===== src/rtl/ppl_pkg.sv =====
// Shared definitions for the ray-march retire stage: palette, face codes,
// controller states and the RGB565 face-shading function.
package ppl_pkg;

  localparam int FIFO_WIDTH = 36;

  localparam logic [15:0] SKY        = 16'h867D;
  localparam logic [15:0] COL_GRASS  = 16'h07E0;
  localparam logic [15:0] COL_DIRT   = 16'h8A22;
  localparam logic [15:0] COL_STONE  = 16'h8410;
  localparam logic [15:0] COL_WOOD   = 16'hA285;
  localparam logic [15:0] COL_LEAVES = 16'h0400;
  localparam logic [15:0] COL_OTHER  = 16'hF81F;

  localparam logic [1:0] FACE_Y = 2'd0;
  localparam logic [1:0] FACE_X = 2'd1;
  localparam logic [1:0] FACE_Z = 2'd2;

  typedef enum logic [1:0] {S_IDLE, S_RUN, S_DRAIN, S_DONE} state_t;

  function automatic logic [15:0] base_colour(input logic [3:0] id);
    case (id)
      4'd1:    return COL_GRASS;
      4'd2:    return COL_DIRT;
      4'd3:    return COL_STONE;
      4'd4:    return COL_WOOD;
      4'd5:    return COL_LEAVES;
      default: return COL_OTHER;
    endcase
  endfunction

  // Shading works on each 5/6/5 field separately so no carry crosses fields;
  // the reserved face code falls through as unshaded.
  function automatic logic [15:0] shade(input logic [15:0] c, input logic [1:0] face);
    logic [4:0] r;
    logic [5:0] g;
    logic [4:0] b;
    r = c[15:11];
    g = c[10:5];
    b = c[4:0];
    case (face)
      FACE_X: begin
        r = r - (r >> 2);
        g = g - (g >> 2);
        b = b - (b >> 2);
      end
      FACE_Z: begin
        r = r >> 1;
        g = g >> 1;
        b = b >> 1;
      end
      default: ;
    endcase
    return {r, g, b};
  endfunction

  function automatic logic [15:0] pixel_colour(input logic hit, input logic [3:0] id,
                                               input logic [1:0] face);
    return hit ? shade(base_colour(id), face) : SKY;
  endfunction

endpackage


===== src/rtl/ppl_exit_fifo.sv =====
// First-word-fall-through FIFO with registered full/empty flags and level.
module ppl_exit_fifo #(
  parameter int DEPTH = 8,
  parameter int WIDTH = 36
) (
  input  logic                       clk,
  input  logic                       rst,
  input  logic                       push,
  input  logic [WIDTH-1:0]           push_data,
  input  logic                       pop,
  output logic [WIDTH-1:0]           head,
  output logic                       full,
  output logic                       empty,
  output logic [$clog2(DEPTH):0]     level,
  output logic                       drop
);

  localparam int AW = $clog2(DEPTH);
  localparam logic [AW:0] DEPTH_L = (AW+1)'(DEPTH);

  logic [WIDTH-1:0] mem [DEPTH];
  logic [AW-1:0]    wr_ptr;
  logic [AW-1:0]    rd_ptr;
  logic [AW:0]      level_next;
  logic             do_push;
  logic             do_pop;

  assign do_push = push & ~full;
  assign do_pop  = pop & ~empty;
  assign drop    = push & full;
  assign head    = mem[rd_ptr];

  always_comb begin
    level_next = level;
    if (do_push && !do_pop)
      level_next = level + (AW+1)'(1);
    else if (!do_push && do_pop)
      level_next = level - (AW+1)'(1);
  end

  always_ff @(posedge clk or negedge rst) begin
    if (!rst) begin
      wr_ptr <= '0;
      rd_ptr <= '0;
      level  <= '0;
      full   <= 1'b0;
      empty  <= 1'b1;
    end else begin
      if (do_push) wr_ptr <= wr_ptr + AW'(1);
      if (do_pop)  rd_ptr <= rd_ptr + AW'(1);
      level <= level_next;
      full  <= (level_next == DEPTH_L);
      empty <= (level_next == '0);
    end
  end

  // Storage is not reset; the consumer only looks at it while non-empty.
  always_ff @(posedge clk) begin
    if (do_push) mem[wr_ptr] <= push_data;
  end

endmodule


===== src/rtl/ppl_exit.sv =====
// Retire stage of the ray-march pipeline: shades terminated rays, queues them
// for the framebuffer and tracks frame progress through issue/retire counts.
module ppl_exit
  import ppl_pkg::*;
#(
  parameter int H_DISP     = 1280,
  parameter int V_DISP     = 720,
  parameter int MAX_STEPS  = 15,
  parameter int FIFO_DEPTH = 8
) (
  input  logic        clk,
  input  logic        rst,
  input  logic        frame_start,
  input  logic        in_valid,
  input  logic        hit,
  input  logic [3:0]  block_id,
  input  logic [1:0]  hit_face,
  input  logic [3:0]  block_cnt_out,
  input  logic [19:0] pixel_addr_out,
  output logic        next_en,
  output logic        scanner_stop,
  output logic        fb_wr_valid,
  input  logic        fb_wr_ready,
  output logic [19:0] fb_wr_addr,
  output logic [15:0] fb_wr_data,
  output logic        frame_done,
  output logic        overflow
);

  localparam int CNT_W = 21;
  localparam int LW    = $clog2(FIFO_DEPTH) + 1;
  localparam logic [CNT_W-1:0] TOTAL    = CNT_W'(H_DISP * V_DISP);
  localparam logic [CNT_W-1:0] TOTAL_M1 = CNT_W'(H_DISP * V_DISP - 1);
  localparam logic [3:0]       STEP_LIM = 4'(MAX_STEPS);

  state_t                  state;
  state_t                  state_next;
  logic [CNT_W-1:0]        issue_cnt;
  logic [CNT_W-1:0]        retire_cnt;
  logic                    term;
  logic                    active;
  logic                    issue;
  logic                    last_issue;
  logic                    retire;
  logic                    retire_ok;
  logic                    pop;
  logic                    drained;
  logic                    fifo_full;
  logic                    fifo_empty;
  logic                    fifo_drop;
  logic [LW-1:0]           fifo_level;
  logic [FIFO_WIDTH-1:0]   head;

  assign term       = in_valid & (hit | (block_cnt_out >= STEP_LIM));
  assign next_en    = ~fifo_full & (~in_valid | term);
  assign active     = (state == S_RUN) | (state == S_DRAIN);
  assign issue      = next_en & ~scanner_stop & (state == S_RUN);
  assign last_issue = issue & (issue_cnt == TOTAL_M1);
  assign retire     = next_en & term & active;
  assign retire_ok  = retire & (retire_cnt != TOTAL);
  assign pop        = fb_wr_valid & fb_wr_ready;

  // Look ahead through a pop of the final entry so frame_done lands right
  // after the last framebuffer write.
  assign drained = (retire_cnt == TOTAL) &
                   ((fifo_level == '0) | ((fifo_level == LW'(1)) & pop));

  assign fb_wr_valid = ~fifo_empty;
  assign fb_wr_addr  = fifo_empty ? 20'd0 : head[35:16];
  assign fb_wr_data  = fifo_empty ? 16'd0 : head[15:0];
  assign frame_done  = (state == S_DONE);

  ppl_exit_fifo #(
    .DEPTH (FIFO_DEPTH),
    .WIDTH (FIFO_WIDTH)
  ) u_fifo (
    .clk       (clk),
    .rst       (rst),
    .push      (retire_ok),
    .push_data ({pixel_addr_out, pixel_colour(hit, block_id, hit_face)}),
    .pop       (pop),
    .head      (head),
    .full      (fifo_full),
    .empty     (fifo_empty),
    .level     (fifo_level),
    .drop      (fifo_drop)
  );

  always_comb begin
    state_next = state;
    case (state)
      S_IDLE:  if (frame_start) state_next = S_RUN;
      S_RUN:   if (last_issue)  state_next = S_DRAIN;
      S_DRAIN: if (drained)     state_next = S_DONE;
      S_DONE:  state_next = S_IDLE;
      default: state_next = S_IDLE;
    endcase
  end

  always_ff @(posedge clk or negedge rst) begin
    if (!rst) begin
      state        <= S_IDLE;
      issue_cnt    <= '0;
      retire_cnt   <= '0;
      scanner_stop <= 1'b1;
      overflow     <= 1'b0;
    end else begin
      state <= state_next;
      if (state == S_IDLE && frame_start) begin
        issue_cnt    <= '0;
        retire_cnt   <= '0;
        scanner_stop <= 1'b0;
      end else begin
        if (issue)      issue_cnt    <= issue_cnt + CNT_W'(1);
        if (last_issue) scanner_stop <= 1'b1;
        if (retire_ok)  retire_cnt   <= retire_cnt + CNT_W'(1);
      end
      if ((retire & (retire_cnt == TOTAL)) | fifo_drop)
        overflow <= 1'b1;
    end
  end

endmodule


===== config.mk =====
export PLATFORM = sky130hd
export DESIGN_NAME = ppl_exit
export DESIGN_NICKNAME = d
export VERILOG_FILES = /design/src/rtl/ppl_pkg.sv /design/src/rtl/ppl_exit_fifo.sv /design/src/rtl/ppl_exit.sv
export SDC_FILE = /design/constraint.sdc
export NUM_CORES = 1
export LEC_CHECK = 0
export CAP_MARGIN = 20
export CORE_MARGIN = 2
export CORE_UTILIZATION = 35
export CTS_CLUSTER_SIZE = 28
export DETAILED_ROUTE_END_ITERATION = 16
export PLACE_DENSITY = 0.54
export SYNTH_ARGS = -nofsm -noshare
export SYNTH_HDL_FRONTEND = slang
export SYNTH_SLANG_ARGS = --single-unit

===== constraint.sdc =====
create_clock -name clk -period 8.1 [get_ports clk]
set_input_delay 0.81 -clock clk [delete_from_list [all_inputs] [get_ports clk]]
set_output_delay 0.81 -clock clk [all_outputs]
set_load 0.005 [all_outputs]

==> results of run 1 <==
## cells by family (layout without fill, tap and decap cells)
group,count (synthesis),count (layout),share of synthesized area
flip-flops,346,346,0.687
AND/OR/NAND/NOR,220,220,0.0790
multiplexers,113,113,0.139
AO/OA/AOI/OAI,67,67,0.0314
buffers and inverters,66,187,0.0180
XOR/XNOR,44,44,0.0262
adder cells (fa/ha/maj),22,22,0.0197
## synth_stat cells (2+ instances only)
master	n	area [um^2]
or4_1	2	15.0
and4_1	4	35.0
nor2_1	94	353
fa_1	2	40.0
edfxtp_1	288	8650
o21a_1	2	15.0
and2_1	4	25.0
ha_1	20	250
and3_1	6	37.5
nor3_2	2	20.0
or3_1	6	37.5
and3b_1	2	17.5
nor4_1	4	25.0
a21oi_1	16	80.1
mux4_2	72	1620
nand3_1	12	60.1
o22ai_1	2	12.5
o221ai_1	3	26.3
inv_1	24	90.1
nor4b_1	4	35.0
nand4_1	12	75.1
buf_2	13	65.1
nor3b_1	2	15.0
mux2i_1	39	390
nor2b_1	4	25.0
o21ai_0	20	100
buf_1	7	26.3
dfrtp_1	56	1400
a211o_1	2	17.5
nand2_1	39	146
clkbuf_1	21	78.8
dfstp_2	2	52.6
a221oi_1	4	35.0
nor4b_4	2	47.6
xor2_1	26	228
a21o_1	3	22.5
xnor2_1	18	158
nor3_1	11	55.1
## path summary, 6_finish.rpt
kind                                                 to  slack [ns]  depth (start not counted)
min in group clk               scanner_stop$_DFFE_PN1P_        0.47                          2
min reg2reg                    scanner_stop$_DFFE_PN1P_        0.47                          2
max in group asynchronous  u_fifo.rd_ptr[1]$_DFFE_PN0P_        7.05                          2
max                                      fb_wr_data[13]        3.61                          5
max reg2reg                 u_fifo.mem[3][11]$_DFFE_PP_        4.93                          7
min                            issue_cnt[1]$_DFFE_PN0P_        0.43                          2
## state kept, by name (all words and copies together), names as in the netlist
name and count:
retire_cnt 21, state 2, issue_cnt 21, u_fifo.empty 1, u_fifo.rd_ptr 3, u_fifo.full 1, u_fifo.wr_ptr 3, u_fifo.mem 288
u_fifo.level 4, scanner_stop 1, overflow 1
## cell type report
cell class	count	area, um^2
Clock buffer	46	1010
Clock inverter	23	203
Fill cell	3817	24300
Inverter	25	93.8
Multi-Input combinational cell	466	4380
Sequential cell	346	10100
Tap cell	539	674
Timing Repair Buffer	93	883
## power groups by stage
stage / registers [mW] / clock network [mW] / logic [mW]
2_1_floorplan: 2.20 / 0 / 1.01
3_3_place_gp: 2.35 / 0 / 1.55
3_5_place_dp: 2.35 / 0 / 1.56
4_1_cts: 2.32 / 1.73 / 1.56
5_1_grt: 2.34 / 1.78 / 1.67
6_report: 2.30 / 1.68 / 1.51
## through the flow
step            util  cells
2_1_floorplan      -    878
3_3_place_gp   0.387   1466
3_5_place_dp   0.387   1467
4_1_cts        0.416   1536
5_1_grt        0.417   1538
6_report       0.417   1538
## layer usage
metal  up-vias  track usage
met2       144        0.231
met4         0       0.0374
met5         -            0
met3        47       0.0246
li1       3577            -
met1      3933        0.192
==> key figures, run 1 <==
STA
  • Worst Clk Skew: 0.0266 ns
  • Setup-failing EPs final: 0
  • Final min period: ~4.5 ns
  • Relative max-transition margin: 0.245
  • Fin. max-slew vios: 0
  • RSZ-0062 raised after global routing: no
  • Setup_tns: 0 ns
  • Max frequency: roughly 0.22 GHz
  • Crit share post-route: 0.554
  • Final setup margin: between 3 and 4 ns
  • Worst hold margin: about 0.43 ns
  • Worst-Margin Slew: approximately 1.1 ns
  • Hold Violations, Final: 0

Layout
  • Area Overhead vs Synth: 18.1%
  • Final layout net count: 1028
  • ANT cells: 0
  • Most frequent cells in the layout: edfxtp_1 (288), nor2_1 (93), clkdlybuf4s50_1 (75)
  • Fin area: about 0.017 mm^2
  • Layout cells sized above 1: 0.177
  • Most common cell after layout, fill and taps aside: edfxtp_1

Critical path
  • CP top delay family: buffers and inverters
  • WP data required: approximately 7.3 ns
  • Worst Setup SP: u_fifo.rd_ptr[0]$_DFFE_PN0P_
  • R2r startpoint: state[1]$_DFFE_PN0P_
  • CP Capture Type: output pin
  • CP Cell Sequence: buf_4, mux4_2, mux2i_1, nor2_1, clkdlybuf4s50_1
  • CP Launch Type: flip-flop
  • Worst-path maximum fanout: 40
  • WS Path Type: reg -> out
  • CP max stage delay: slightly below 1 ns
  • Critical-path top delay cell: dfrtp_4
  • CP arrival: about 3.7 ns
  • Crit path buf inv count: 2

Clocking
  • CTS Hold Bufs: 0
  • Cts repair resizes: 0
  • Worst-path clk slew: approximately 0.060 ns
  • CTS tree: built
  • Setup bufs post-CTS: 0
  • CTS Root Cell: clkbuf_16
  • TritonCTS Buffers: 38
  • Clock Latency Late Sink: 0.54 ns
  • H-tree levels: 2
  • CTS Buffer Depth: 3
  • Clk sinks: approximately 350

Power
  • Int Power: 3.95 mW
  • Flop pwr share: 0.420
  • Worst VDD drop: between 0.15 and 0.2 mV
  • P_leak: about 6.0 nW
  • Clock network power share: 0.305
  • Comb power frac: 0.275
  • Pwr Density: 316 mW/mm^2
  • Switching power: ~1.5 mW
  • Sw Share: 0.281
  • Pwr Total: between 5 and 6 mW

Floorplan
  • Die height: 209 um
  • Ports: 77
  • Core box area: roughly 0.042 mm^2
  • Die footprint: about 0.044 mm^2
  • # rows: 75
  • Starting Density: 0.353
  • Chip width: between 200 and 250 um

Placed design
  • PortBufs: 76
  • DP Worst Slack: roughly 3.6 ns
  • Placed Area: 0.0161 mm^2
  • Post-DP HPWL: 17.2 mm
  • Placer Congestion: approximately 0.75

Detailed routing
  • WL met1: around 14 mm
  • Routed WL per cell: between 15 and 20 um
  • Routed vias/inst: approximately 5
  • Antenna viol nets, final: 0
  • Max Used Layer: met4
  • Via Count: 7701
  • DR iter-0 viols: roughly 500
  • DR WL met2: approximately 14 mm
  • Final WL: approximately 30 mm
  • First-pass iteration count of the detailed router: 5
  • # DRC: 0
  • DR WL met3: approximately 1.3 mm

Synthesis
  • Netlist cell types: 66
  • Cell area after synthesis: around 0.015 mm^2
  • Number of synthesized flops with an enable pin: ~290
  • Syn Inst Count: ~900
  • Syn_area_per_cell: 16.7 um^2
  • Synth async-reset ratio: 0.168
  • Number of synthesis warnings: 0
  • Syn Nets: 936
  • Synth Register Bits: between 300 and 400
  • Register area share after synthesis: 0.687
  • Synth Flop Type: edfxtp_1

Global route
  • Antenna violations before repair: 0
  • Total congestion overflow: 0
  • First-pass GRT wire length: 47.2 mm
  • Largest net degree at the start of global routing: 59
  • Number of global-route vias before repair: just over 8000
  • All-Layer GR Usage: 0.140

Run status
  • Run status: finished, final reports clean

Worst hold path
  • Hold WC Path Type: in -> async

Run
  • Max Cap Viol: 0
(Power assumes the default switching activity.)
==> inputs of run 2 (changes only) <==
--- a/config.mk
+++ b/config.mk
@@ -10,7 +10,7 @@
 export CORE_UTILIZATION = 35
 export CTS_CLUSTER_SIZE = 28
 export DETAILED_ROUTE_END_ITERATION = 16
-export PLACE_DENSITY = 0.54
+export PLACE_DENSITY = 0.56
 export SYNTH_ARGS = -nofsm -noshare
 export SYNTH_HDL_FRONTEND = slang
 export SYNTH_SLANG_ARGS = --single-unit
==> constraint.sdc (replaced) <==
create_clock -name clk -period 4 [get_ports clk]
set_input_delay 0.4 -clock clk [delete_from_list [all_inputs] [get_ports clk]]
set_output_delay 0.4 -clock clk [all_outputs]
set_load 0.005 [all_outputs]
==> run 2 against run 1 <==
  * Global-route usage up 0.057 points
  * Sequential cell count unchanged
  * Clock-buffer cell count decreased by 1
  * Critical path type unchanged
  * Clock power increased by 120%
  * Worst hold slack worse by 0.41 ns
  * Highest routed layer unchanged
  * Core utilization up 0.85 points
  * Sequential power up 110%
  * Final cell count up 0.72%
  * Power up 110%
==> key figures, run 2 (synthesis results as in run 1) <==
Clocking
  • CTS Buffer Depth: 3 (unchanged)
  • CTS Root Cell: clkbuf_16
  • Worst-path clk slew: 0.06 ns (about the same)
  • H-tree levels: 2 (unchanged)
  • TritonCTS Buffers: 38 (unchanged)
  • Cts repair resizes: 0 (unchanged)
  • Clock Latency Late Sink: 0.55 ns (about the same)
  • CTS tree: built
  • Clk sinks: 346 (unchanged)
  • Setup bufs post-CTS: 0 (unchanged)
  • CTS Hold Bufs: 0 (unchanged)

Floorplan
  • Core box area: 0.0417 mm^2 (unchanged)
  • Chip width: 209 um (unchanged)
  • Starting Density: 0.353 (unchanged)
  • Ports: 77 (unchanged)
  • # rows: 75 (unchanged)
  • Die height: 209 um (unchanged)
  • Die footprint: 0.0437 mm^2 (unchanged)

Detailed routing
  • Final WL: 30.1 mm (+0.44%)
  • # DRC: 0 (unchanged)
  • Routed vias/inst: 5.04 (+0.60%)
  • Via Count: 7803 (+1.3%)
  • First-pass iteration count of the detailed router: 5 (unchanged)
  • Antenna viol nets, final: 0 (unchanged)
  • Routed WL per cell: 19.5 um (-0.27%)
  • DR iter-0 viols: 468 (-6.0%)

Global route
  • Total congestion overflow: 0 (unchanged)
  • Largest net degree at the start of global routing: 44 (-25%)
  • First-pass GRT wire length: 47.1 mm (-0.13%)
  • Number of global-route vias before repair: 8019 (-1.4%)
  • All-Layer GR Usage: 0.141 (+0.000568)
  • Antenna violations before repair: 0 (unchanged)

Power
  • P_leak: 6.21 nW (+2.7%)
  • Comb power frac: 0.273 (-0.002)
  • Switching power: 3.26 mW (+110%)
  • Pwr Density: 655 mW/mm^2 (+110%)
  • Clock network power share: 0.320 (+0.015)
  • Worst VDD drop: 0.346 mV (+120%)
  • Flop pwr share: 0.407 (-0.013)
  • Sw Share: 0.281 (about the same)
  • Int Power: 8.35 mW (+110%)

STA
  • Worst hold margin: 0.0176 ns (-0.410 ns)
  • Worst Clk Skew: 0.0325 ns (+0.00590 ns)
  • Worst-Margin Slew: 1.00 ns (-0.118 ns)
  • RSZ-0062 raised after global routing: no
  • Hold Violations, Final: 0 (unchanged)
  • Max frequency: just under 0.3 GHz
  • Final min period: approximately 3.4 ns
  • Setup-failing EPs final: 0 (unchanged)
  • Relative max-transition margin: 0.332 (+0.0863)
  • Final setup margin: 0.612 ns (-3.00 ns)
  • Crit share post-route: 0.847
  • Setup_tns: 0 ns (unchanged)
  • Fin. max-slew vios: 0 (unchanged)

Layout
  • Post-Layout Cell Count: 1549 (+0.72%)
  • Most common cell after layout, fill and taps aside: edfxtp_1
  • Area Overhead vs Synth: 20.5%
  • Layout cells sized above 1: 0.195 (+0.0179)
  • ANT cells: 0 (unchanged)
  • Biggest register: u_fifo.mem
  • Max FFs per register: 288 (unchanged)
  • Most frequent cells in the layout: edfxtp_1 (288), nor2_1 (93), clkdlybuf4s50_1 (75)
  • Largest regs: u_fifo.mem: 288 flops, issue_cnt: 21 flops, retire_cnt: 21 flops
  • Final layout net count: 1038 (+0.97%)

Worst hold path
  • Hold WC Path Type: in -> async

Run
  • Max Cap Viol: 0 (unchanged)

Placed design
  • DP Worst Slack: 0.437 ns (-3.18 ns)
  • PortBufs: 76 (unchanged)
  • Placer Congestion: 0.769 (+2.8%)
  • Post-DP HPWL: 17.9 mm (+3.8%)
  • Placed cells: 1479 (+0.82%)

Critical path
  • WS Path Type: reg -> out
  • CP arrival: 2.99 ns (-0.69 ns)
  • CP Launch Type: flip-flop
  • Worst-path maximum fanout: 32 (-20%)
  • WP data required: 3.60 ns (-3.69 ns)
  • CP Capture Type: output pin

Run status
  • Run status: finished, final reports clean
[run 2: cell types whose count changed in the layout (fill, tap and decap cells not counted), sizes merged]
cell,delta
buf,+12
bufinv,+4
clkbuf,-3
clkinv,-2
clkinvlp,+1
inv,-1
[run 2: final timing paths]
path,slack [ns],depth (start not counted),start,to
max reg2reg,1.18,8,state[1]$_DFFE_PN0P_,u_fifo.mem[5][7]$_DFFE_PP_
min,0.02,1,rst,issue_cnt[10]$_DFFE_PN0P_
min in group clk,0.47,2,scanner_stop$_DFFE_PN1P_,scanner_stop$_DFFE_PN1P_
min reg2reg,0.47,2,scanner_stop$_DFFE_PN1P_,scanner_stop$_DFFE_PN1P_
max,0.61,5,u_fifo.rd_ptr[0]$_DFFE_PN0P_,fb_wr_addr[7]
max in group asynchronous,3.14,2,rst,u_fifo.rd_ptr[0]$_DFFE_PN0P_
[run 2: cell type report]
class	count	area (um^2)
clock buffers	45	1000
well taps	539	674
multi-input cells	466	4440
inverters	25	93.8
flip-flops and latches	346	10100
repair buffers	103	1030
clock inverters	25	364
fillers	3744	24000
[run 2: power groups by stage]
stage / combinational (mW) / sequential, mW / clock (mW)
after detailed placement: 3.26 / 4.82 / 0
after floorplan: 2.06 / 4.45 / 0
final: 3.17 / 4.72 / 3.71
after CTS: 3.27 / 4.75 / 3.81
after global routing: 3.46 / 4.78 / 3.95
after global placement: 3.25 / 4.81 / 0
[run 2: layer usage]
| metal | up-vias | part of all wire | wire, um | GRT usage |
|---|---|---|---|---|
| met2 | 178 | 0.49 | 14700 | 0.234 |
| met3 | 37 | 0.049 | 1480 | 0.0251 |
| li1 | 3604 | - | - | - |
| met1 | 3984 | 0.45 | 13500 | 0.193 |
| met5 | - | 0 | 0 | 0 |
| met4 | 0 | 0.015 | 455 | 0.0330 |
[run 2: worst max-delay path: stages, from the launching register on]
cell             delay (ns)
dfrtp_4                0.78
buf_12                 0.35
mux4_2                 0.55
mux2i_1                0.16
nor2_1                 0.09
clkdlybuf4s50_1        0.49
[run 2: metrics by stage]
step	util	cell area [um^2]	total power [mW]
finish	0.425	17700	11.6
floorplan	-	14700	6.52
detailed placement	0.392	16300	8.08
global route	0.425	17700	12.2
global placement	0.392	16300	8.06
CTS	0.425	17700	11.8
